### config.mk
export PLATFORM = sky130hd
export DESIGN_NAME = alu_unit
export DESIGN_NICKNAME = d
export VERILOG_FILES = /design/src/rtl/alu_pkg.sv /design/src/rtl/alu_shifter.sv /design/src/rtl/alu_unit.sv
export SDC_FILE = /design/constraint.sdc
export NUM_CORES = 1
export LEC_CHECK = 0
export ABC_AREA = 0
export BUFFER_PORTS_ARGS = -buffer_cell sky130_fd_sc_hd__clkbuf_2
export CORE_ASPECT_RATIO = 0.7
export CORE_MARGIN = 8
export CORE_UTILIZATION = 50
export DETAILED_ROUTE_END_ITERATION = 8
export MAX_ROUTING_LAYER = met4
export PLACE_DENSITY = 0.84
export SYNTH_ARGS = -nofsm -noshare
export SYNTH_HDL_FRONTEND = slang
export SYNTH_HIERARCHICAL = 1
export SYNTH_SLANG_ARGS = --single-unit
### constraint.sdc
create_clock -name clk -period 4.85 [get_ports clk]
set_input_delay 0.7275 -clock clk [delete_from_list [all_inputs] [get_ports clk]]
set_output_delay 0.7275 -clock clk [all_outputs]
set_load 0.01 [all_outputs]
### src/rtl/alu_pkg.sv
// -----------------------------------------------------------------------------
// alu_pkg
// Shared definitions for the execute-stage ALU: the 4-bit operation select type
// and the named operation codes.
//
// Bit 3 of a code selects subtract mode in the shared adder: B is inverted and
// the carry-in is 1. SUB, SLT and SLTU rely on this bit.
// -----------------------------------------------------------------------------
package alu_pkg;

    typedef logic [3:0] alu_ctrl_t;

    localparam alu_ctrl_t ALU_AND  = 4'b0000;
    localparam alu_ctrl_t ALU_OR   = 4'b0001;
    localparam alu_ctrl_t ALU_ADD  = 4'b0010;
    localparam alu_ctrl_t ALU_XOR  = 4'b0011;
    localparam alu_ctrl_t ALU_NOR  = 4'b0100;
    localparam alu_ctrl_t ALU_SLL  = 4'b0101;
    localparam alu_ctrl_t ALU_SRL  = 4'b0110;
    localparam alu_ctrl_t ALU_SRA  = 4'b0111;
    localparam alu_ctrl_t ALU_SUB  = 4'b1010;
    localparam alu_ctrl_t ALU_SLT  = 4'b1011;
    localparam alu_ctrl_t ALU_SLTU = 4'b1100;

endpackage

### src/rtl/alu_shifter.sv
// -----------------------------------------------------------------------------
// alu_shifter
// Barrel shifter for the ALU shift operations. A shift amount wider than the
// operand is not possible, because shamt is only $clog2(WIDTH) bits wide.
//
// Ports:
//   a      - value to shift (operand A)
//   shamt  - shift amount (low bits of operand B)
//   op     - ALU operation code; only SLL/SRL/SRA produce a non-zero result
//   result - shifted value, zero for every other op
// -----------------------------------------------------------------------------
module alu_shifter
    import alu_pkg::*;
#(
    parameter int WIDTH = 32,
    parameter int SHW   = $clog2(WIDTH)
) (
    input  logic [WIDTH-1:0] a,
    input  logic [SHW-1:0]   shamt,
    input  alu_ctrl_t        op,
    output logic [WIDTH-1:0] result
);

    logic signed [WIDTH-1:0] a_signed;

    assign a_signed = a;

    always_comb begin
        result = '0;
        case (op)
            ALU_SLL: result = a << shamt;
            ALU_SRL: result = a >> shamt;
            // Arithmetic shift replicates the sign bit a[WIDTH-1].
            ALU_SRA: result = a_signed >>> shamt;
            default: result = '0;
        endcase
    end

endmodule

### src/rtl/alu_unit.sv
// -----------------------------------------------------------------------------
// alu_unit
// Integer ALU for the execute stage. The result and zero flag are purely
// combinational; they feed branch resolution and forwarding. A registered copy
// of both is kept for the EX/MEM boundary.
//
// Ports:
//   clk    - rising-edge clock
//   rst_n  - asynchronous active-low reset (clears only out_q/zero_q)
//   A, B   - operands (rs, rt/immediate)
//   ctrl   - operation select (see alu_pkg)
//   en     - load enable for the registered outputs
//   out    - combinational result
//   zero   - combinational, 1 when out == 0
//   out_q  - registered result
//   zero_q - registered zero flag
//
// Optional feature (macro ALU_OVERFLOW_EN):
//   ovf    - combinational signed overflow, valid for ADD and SUB only
//   ovf_q  - registered ovf, reset value 0
//
// Load semantics: en is a plain load qualifier, not a handshake. On a rising
// clk edge with en=1 the registered outputs take the current combinational
// values; with en=0 they hold. There is no back-pressure.
// -----------------------------------------------------------------------------
module alu_unit
    import alu_pkg::*;
#(
    parameter int WIDTH = 32
) (
    input  logic             clk,
    input  logic             rst_n,
    input  logic [WIDTH-1:0] A,
    input  logic [WIDTH-1:0] B,
    input  logic [3:0]       ctrl,
    input  logic             en,
    output logic [WIDTH-1:0] out,
    output logic             zero,
    output logic [WIDTH-1:0] out_q,
    output logic             zero_q
`ifdef ALU_OVERFLOW_EN
   ,output logic             ovf,
    output logic             ovf_q
`endif
);

    localparam int SHW = $clog2(WIDTH);

    // ------------------------------------------------------------------
    // Shared adder. ctrl[3] puts it in subtract mode (A + ~B + 1). SLTU
    // shares this path, so its borrow comes from the same carry-out.
    // ------------------------------------------------------------------
    logic             sub_mode;
    logic [WIDTH-1:0] b_eff;
    logic [WIDTH:0]   sum_full;
    logic [WIDTH-1:0] sum;
    logic             carry;
    logic             ovf_raw;
    logic             slt_bit;
    logic             sltu_bit;

    assign sub_mode = ctrl[3];
    assign b_eff    = sub_mode ? ~B : B;
    assign sum_full = {1'b0, A} + {1'b0, b_eff} + {{WIDTH{1'b0}}, sub_mode};
    assign sum      = sum_full[WIDTH-1:0];
    assign carry    = sum_full[WIDTH];

    // Signed overflow: the addend signs agree but the sum sign differs.
    assign ovf_raw  = (A[WIDTH-1] == b_eff[WIDTH-1]) && (sum[WIDTH-1] != A[WIDTH-1]);

    // Correcting the sum sign with the overflow bit keeps SLT exact at the
    // extremes, e.g. 0x80000000 < 1 and 0x7FFFFFFF < -1.
    assign slt_bit  = sum[WIDTH-1] ^ ovf_raw;

    // A - B produces a carry-out exactly when A >= B (unsigned).
    assign sltu_bit = ~carry;

    // ------------------------------------------------------------------
    // Shifter
    // ------------------------------------------------------------------
    logic [WIDTH-1:0] shift_res;

    alu_shifter #(
        .WIDTH (WIDTH),
        .SHW   (SHW)
    ) u_shifter (
        .a      (A),
        .shamt  (B[SHW-1:0]),
        .op     (ctrl),
        .result (shift_res)
    );

    // ------------------------------------------------------------------
    // Result mux. Undefined codes yield 0, so zero is 1 for them.
    // ------------------------------------------------------------------
    always_comb begin
        out = '0;
        case (ctrl)
            ALU_AND:  out = A & B;
            ALU_OR:   out = A | B;
            ALU_ADD:  out = sum;
            ALU_XOR:  out = A ^ B;
            ALU_NOR:  out = ~(A | B);
            ALU_SLL:  out = shift_res;
            ALU_SRL:  out = shift_res;
            ALU_SRA:  out = shift_res;
            ALU_SUB:  out = sum;
            ALU_SLT:  out = {{(WIDTH-1){1'b0}}, slt_bit};
            ALU_SLTU: out = {{(WIDTH-1){1'b0}}, sltu_bit};
            default:  out = '0;
        endcase
    end

    assign zero = ~|out;

`ifdef ALU_OVERFLOW_EN
    assign ovf = ovf_raw && ((ctrl == ALU_ADD) || (ctrl == ALU_SUB));
`endif

    // ------------------------------------------------------------------
    // EX/MEM registered copy
    // ------------------------------------------------------------------
    always_ff @(posedge clk or negedge rst_n) begin
        if (!rst_n) begin
            out_q  <= '0;
            zero_q <= 1'b1;
        end else if (en) begin
            out_q  <= out;
            zero_q <= zero;
        end
    end

`ifdef ALU_OVERFLOW_EN
    always_ff @(posedge clk or negedge rst_n) begin
        if (!rst_n) begin
            ovf_q <= 1'b0;
        end else if (en) begin
            ovf_q <= ovf;
        end
    end
`endif

endmodule

==> out/qor.csv, run 1 <==
stage,metric,value,unit
drt,final wirelength,48100,um
die,die span in x,185,um
pwr,leak pwr,6.85,nW
final_layout,layout cells sized above 1,0.397,
synthesis,Post-synth top flop,dfrtp_1,
sta,"Setup violations, final",2,
die,std cell rows,43,
final_layout,post-layout util,0.708,
drt,DR pass1 iterations,6,
worst_setup_path,CP startpoint,B[2],
sta,hold_ws,494,ps
sta,final setup margin,-485,ps
synthesis,"FF+latch count, synth",33,
worst_setup_path,WS Path Type,input pin to output port,
synthesis,Avg Synthesized Cell Area,7.96,um2
worst_setup_path,Critical Path Fanout Max,24,
place,placed cell count,1969,
synthesis,synth warn,6,
synthesis,post-synth top area share,0.118,
sta,Final Max Slew Viols,0,
job,max_cap viols,0,
worst_setup_path,reg2reg path depth,1,
die,io pins,137,
grt,vias in the first global route,12200,
worst_setup_path,R2R Path Start,out_q[11],
synthesis,"FFs w/ async S/R, synth",1.00,
cts,clock buffer depth,2,
cts,H-Tree Depth,2,
cts,worst skew pair latency,290,ps
synthesis,dominant cell by count in the synthesized netlist,nor2_1,
synthesis,"Seq/Total Area, Yosys",0.0824,
hold_path,Hold Path Class,flop to flop,
place,Setup WS pre-CTS,-615,ps
drt,drt drc,0,
final_layout,nets,1875,
place,GP Congestion,1.14,
cts,CTS Buf Count,5,
outcome,failing checks,negative setup slack,
synthesis,most common library cells after synthesis,"nor2_1, ha_1, inv_1",
pwr,Total Power,2.49,mW
worst_setup_path,crit path DAT,4610,ps
cts,post-cts hold buffer count,0,
grt,GR Overflow Total,0,
final_layout,area delta synth->final,39.2,%
synthesis,"EDFF count, synth",0,
grt,Global Route Usage Sum,0.383,
die,starting density of the core,0.508,
synthesis,dominant cell type by area after synthesis,ha_1,
drt,post-DR vias/cell,6.56,
worst_setup_path,crit start category,input pin,
grt,initial antenna violation count,2,
outcome,result of the run,"complete, but fails checks",
drt,initial drt markers,2007,
sta,setup_tns,-491,ps
sta,actual slew at the worst max-slew pin,982,ps
place,port bufs,136,
drt,wire per inst,24.3,um
worst_setup_path,CP required,4120,ps
pwr,Power Dens Cells,178,nW/um2
sta,fmax,187,MHz
final_layout,Final Instance Area,14000,um2
grt,pin count of the biggest net entering global routing,48,
worst_setup_path,Worst Setup End Kind,output port,
synthesis,Synth area leaders,"ha_1, mux4_2, dfrtp_1",
worst_setup_path,R2R Setup Slk,4070,ps
grt,first-pass GRT wire length,72200,um
die,core area,19700,um2
sta,Setup Skew,0,ps
cts,Worst-path clk slew,60,ps
sta,min Tclk post-route,5330,ps
synthesis,distinct cell type count after synthesis,97,
die,die area,24900,um2
die,Vert. Die Dim,135,um
pwr,maximum VDD drop,0.135,mV
sta,unrepaired setup endpoints after global routing,yes,
drt,ANT nets after route,0,
sta,final hold vios,0,
synthesis,Post-Syn Instances,1261,
final_layout,post-route insts no fill,1980,
place,Post-DP Area,13700,um2
synthesis,Synth Cell Area,10000,um2
sta,Slew headroom,0.346,
worst_setup_path,reg2reg end,out_q[11],
place,DP Wirelength,39600,um
worst_setup_path,critical path endpoint,zero,
cts,CTS Sinks,33,
cts,CTS tree,built,
drt,Vias,13000,
synthesis,Mapped Nets,1428,
cts,clk root buf,clkbuf_16,
sta,period utilization,1.10,
layout by cell type, fill, tap and decap left out, types with 8 or more instances in the layout:
master    count
nand2_1      79
ha_1         95
nor2b_1       8
a21oi_1      81
a31oi_1       9
a211oi_1     13
a22oi_1       9
o211ai_1     23
clkbuf_2    132
nand3_1      22
o22ai_1      35
nand2b_1     12
buf_4       390
nand4_1      20
mux4_2       45
xor2_1       42
a221oi_1     13
o21ai_0      60
mux2_2       39
dfrtp_1      32
nor3_1       30
o21a_1       16
xnor2_1       8
a211o_1       8
mux2i_1      76
inv_1        92
a22o_1       11
nor2_1       97
layer usage:
metal	up-vias	wire length (um)	global-route usage
li1	5689	-	-
met2	1046	19300	0.525
met5	-	0	-
met4	0	1370	0.0864
met3	133	7300	0.143
met1	6112	20200	0.524
power by group:
group	leakage, nW	switching, mW	internal (mW)
Clock	0.0841	0.134	0.257
Sequential	0.416	0.0208	0.313
Combinational	6.35	0.950	0.813
Total	6.85	1.10	1.38
flip-flops by register name, summed over array words and instances, names as in the netlist:
signal and count:
zero_q 1, out_q 32
timing repair:
item                                    4_1_cts  5_1_grt
endpoints found under the setup margin        5        9
gates cloned                                  0        0
buffers inserted                              2        0
resized for setup                            20       12
pin swaps                                    11        5
logic make-up after synthesis:
logic type | after synthesis | share of synthesized area
adders and majority gates | 96 | 0.120
and+or+nand+nor | 333 | 0.166
muxes | 171 | 0.236
DFF | 33 | 0.0824
xor gates and xnor gates | 50 | 0.0436
AOI/OAI and AO/OA | 389 | 0.267
buffers and inverters | 189 | 0.0849
layout make-up:
cell class / instances / area [um2]
clock buffer: 7 / 143
sequential: 33 / 827
clock inverter: 1 / 30.0
timing repair buffer: 536 / 3810
fill: 1580 / 5770
tap: 270 / 338
antenna: 1 / 2.50
multi-input combinational: 1039 / 8480
inverter: 93 / 349
critical path, cell delays in order:
cell	delay, ps
buf_2	100
buf_12	190
buf_4	180
mux2i_1	260
o22ai_1	150
o21ai_0	340
a21oi_1	160
a22o_1	260
nand4b_1	110
o221a_2	190
o311ai_0	120
nor3_1	210
buf_4	160
o211ai_1	90
nor4_2	160
nand4_1	200
nor4b_4	370
nand4_1	250
nor4_4	180
buf_2	170
how the worst min path moves through the flow:
| stage | end | depth (start not counted) | from |
|---|---|---|---|
| 2_1_floorplan | out_q[0] | 0 | rst_n |
| 3_3_place_gp | out_q[25] | 1 | out_q[25] |
| 3_5_place_dp | out_q[25] | 1 | out_q[25] |
| 4_1_cts | out_q[25] | 1 | out_q[25] |
| 5_1_grt | out_q[13] | 1 | out_q[13] |
| 6_report | out_q[25] | 1 | out_q[25] |
(Power assumes the default switching activity.)
==> run 2, diff against run 1 <==
Settings changed: ABC_AREA 0 to 1, PLACE_DENSITY 0.84 to unset, PLACE_DENSITY_LB_ADDON set to 0.3.
==> run 2 against run 1 <==
  * The flow finishes with violations (design-rule violations)
  * Setup slack improved by 670 ps
  * Utilization fell by 14 points
  * Area after synthesis rose by 0.41%
  * Critical path depth rose by 1
  * Clock power fell by 19%
  * Fmax rose by 14%
  * Flip-flop and latch count did not move
  * Total power fell by 23%
  * Critical path type unchanged
  * Critical endpoint unchanged
  * Highest routed layer unchanged
==> out/qor.csv, run 2 <==
stage,metric,value,unit,change
final_layout,nets,2135,,+14%
job,max_cap viols,0,,unchanged
synthesis,"EDFF count, synth",0,,unchanged
synthesis,Post-synth top flop,dfrtp_1,,
synthesis,synth warn,6,,unchanged
synthesis,Synth Cell Area,10100,um2,+0.41%
synthesis,Mapped Nets,2030,,+42%
synthesis,Post-Syn Instances,1863,,+48%
die,starting density of the core,0.509,,+0.000704
grt,initial antenna violation count,0,,-2
sta,Setup Skew,0,ps,unchanged
synthesis,most common library cells after synthesis,"nand2_1, nand3_1, inv_1",,
place,Setup WS pre-CTS,332,ps,+947 ps
cts,clock buffer depth,2,,unchanged
die,core area,19800,um2,+0.27%
worst_setup_path,R2R Path Start,out_q[10],,
cts,CTS Sinks,33,,unchanged
worst_setup_path,WS Path Type,input pin to output port,,
worst_setup_path,reg2reg path depth,2,,+1
grt,Global Route Usage Sum,0.359,,-0.0241
worst_setup_path,reg2reg end,out_q[10],,
grt,grt peak-use layer,met1,,
synthesis,Avg Synthesized Cell Area,5.41,um2,-32%
drt,post-DR vias/cell,6.00,,-8.5%
drt,ANT nets after route,0,,unchanged
drt,initial drt markers,1992,,-0.75%
pwr,NetSw,1.01,mW,-8.1%
final_layout,number of flip-flops in the largest register,32,,unchanged
sta,min Tclk post-route,4670,ps,-667 ps
grt,GR Overflow Total,0,,unchanged
pwr,sequential share of power,0.171,,+0.037
synthesis,post-synth top area share,0.229,,+0.110
drt,Vias,13400,,+3.5%
die,io pins,137,,unchanged
grt,vias in the first global route,11600,,-5.4%
sta,unrepaired setup endpoints after global routing,no,,
worst_setup_path,R2R Setup Slk,4090,ps,+20 ps
final_layout,ANT cells,0,,-1
die,Vert. Die Dim,135,um,+0.18%
worst_setup_path,crit start category,input pin,,
synthesis,dominant cell type by area after synthesis,nand2_1,,
cts,worst skew pair latency,290,ps,about the same
place,placed cell count,2231,,+13%
synthesis,dominant cell by count in the synthesized netlist,nand2_1,,
pwr,Clk network pwr share,0.165,,+0.008
synthesis,"FFs w/ async S/R, synth",1.00,,unchanged
worst_setup_path,Worst Setup End Kind,output port,,
pwr,combinational share of power,0.664,,-0.045
place,port bufs,136,,unchanged
sta,final setup margin,182,ps,+667 ps
final_layout,footprint of the multi-input gates,7890,um2,-7.0%
hold_path,worst hold start,zero_q,,
pwr,Sw Ratio,0.530,,+0.0862
cts,H-Tree Depth,2,,unchanged
cts,Post-CTS Setup Repair Bufs,0,,-2
cts,Worst-path clk slew,60,ps,about the same
grt,first-pass GRT wire length,67900,um,-6.0%
sta,actual slew at the worst max-slew pin,938,ps,-43.5 ps
synthesis,"FF+latch count, synth",33,,unchanged
cts,clk root buf,clkbuf_16,,
sta,final hold vios,0,,unchanged
die,die span in x,186,um,+0.19%
sta,setup_tns,0,ps,+491 ps
hold_path,Hold Path Class,flop to flop,,
worst_setup_path,CP required,4120,ps,about the same
grt,met3 Usage GRT,0.109,,-0.0341
synthesis,Synth area leaders,"nand2_1, nand3_1, ha_1",,
synthesis,distinct cell type count after synthesis,52,,-46%
final_layout,area delta synth->final,11.3,%,
pwr,Power Dens Cells,171,nW/um2,-4.1%
pwr,leak pwr,6.53,nW,-4.6%
place,GP Congestion,1.06,,-7.3%
outcome,failing checks,design-rule violations,,
final_layout,post-route insts no fill,2239,,+13%
hold_path,worst hold path depth,2,,+1
pwr,maximum VDD drop,0.124,mV,-8.0%
final_layout,most frequent cells in the layout,"nand2_1, nand3_1, inv_1",,
sta,Slew headroom,0.375,,+0.0290
sta,fmax,214,MHz,+14%
worst_setup_path,crit path DAT,3940,ps,-670 ps
final_layout,Register Area,827,um2,unchanged
sta,Final Max Slew Viols,0,,unchanged
final_layout,largest registers,"out_q: 32 flops, zero_q: 1 flops",,
sta,period utilization,0.963,,-0.137
final_layout,fill count,2126,,+35%
outcome,result of the run,"complete, but fails checks",,
synthesis,"Seq/Total Area, Yosys",0.0820,,-0.000337
final_layout,"most common cell after layout, fill and taps aside",nand2_1,,
die,std cell rows,43,,unchanged
sta,"Setup violations, final",0,,-2
final_layout,Largest Register,out_q,,
grt,pin count of the biggest net entering global routing,70,,+46%
grt,met2 Usage GRT,0.473,,-0.0516
cts,CTS tree,built,,
place,DP Wirelength,37100,um,-6.3%
die,die area,25000,um2,+0.37%
drt,wire per inst,20.5,um,-16%
drt,drt drc,1,,+1
hold_path,WHS Endpoint,zero_q,,
drt,DR pass1 iterations,8,,+2
drt,final wirelength,45800,um,-4.7%
grt,GR Util met1,0.523,,-0.00102
final_layout,layout cells sized above 1,0.125,,-0.272
worst_setup_path,Critical Path Fanout Max,9,,-63%
cts,CTS Buf Count,5,,unchanged
pwr,total internal power,0.900,mW,-35%
[run 2: changes by cell type after synthesis, sizes merged, moves of 13 or more]
| cell | before | now |
|---|---|---|
| mux2 | 45 | 0 |
| o21a | 16 | 0 |
| nand2 | 81 | 637 |
| nand2b | 13 | 0 |
| clkbuf | 48 | 23 |
| nor2 | 99 | 149 |
| nor3 | 31 | 13 |
| o22ai | 35 | 2 |
| nand3 | 23 | 330 |
| a21oi | 83 | 54 |
| inv | 92 | 238 |
| mux2i | 80 | 0 |
| mux4 | 46 | 0 |
[run 2: metrics by stage]
stage	power, mW	utilization	hold slack [ps]	instance area (um2)
after floorplan	1.13	-	432	10100
after CTS	1.87	0.567	474	11200
after global routing	2.04	0.567	494	11200
after detailed placement	1.55	0.560	466	11100
after global placement	1.54	0.560	459	11100
final	1.91	0.567	478	11200
[run 2: kinds of logic after synthesis]
group,synth area share
compound gates,0.129
xor+xnor,0.0287
fa+ha+maj,0.120
buf+inv,0.136
flops,0.0820
simple gates,0.504
[run 2: power groups by stage]
stage | Combinational (mW) | Clock, mW | Sequential (mW)
6_report | 1.27 | 0.316 | 0.327
2_1_floorplan | 0.782 | 0 | 0.344
5_1_grt | 1.38 | 0.327 | 0.330
3_5_place_dp | 1.22 | 0 | 0.331
4_1_cts | 1.23 | 0.314 | 0.326
3_3_place_gp | 1.21 | 0 | 0.328
[run 2: how the worst max path moves through the flow]
stage / slack (ps) / cells past startpoint / to / startpoint
after floorplan: 930 / 17 / zero / ctrl[3]
after global placement: 310 / 20 / zero / ctrl[3]
after detailed placement: 330 / 19 / zero / B[0]
after CTS: 330 / 19 / zero / B[0]
after global routing: 9 / 21 / zero / ctrl[3]
final: 180 / 21 / zero / ctrl[3]
[run 2: final cells by class]
| type | count | area share |
|---|---|---|
| multi-input combinational | 1507 | 0.703 |
| timing repair buffer | 178 | 0.0988 |
| inverter | 243 | 0.0820 |
| sequential | 33 | 0.0737 |
| tap | 270 | 0.0301 |
| clock buffer | 6 | 0.0115 |
| clock inverter | 2 | 0.000892 |
[run 2: critical path, stage by stage]
cell,delay (ps)
clkbuf_2,130
buf_4,210
xor2_1,170
ha_1,370
nand2_1,160
nor2_1,290
inv_1,100
nor3_1,280
nand2_1,80
nand2_1,220
nand3_1,160
nand2_1,90
nand2_1,50
nand3_1,80
nand2_1,80
nor2_1,170
nand3_1,100
nor2_1,90
buf_4,150
and2_1,120
clkbuf_2,130
[run 2: layer usage]
| layer | wire length (um) | vias to the layer above | share of wire |
|---|---|---|---|
| met3 | 7090 | 89 | 0.15 |
| met4 | 1060 | 0 | 0.023 |
| li1 | - | 6279 | - |
| met5 | 0 | - | 0 |
| met2 | 17400 | 1046 | 0.38 |
| met1 | 20300 | 6017 | 0.44 |
[run 2: timing repair]
action,4_1_cts,5_1_grt
hold buffers,0,0
endpoints found under the setup margin,0,1
resized for setup,0,1
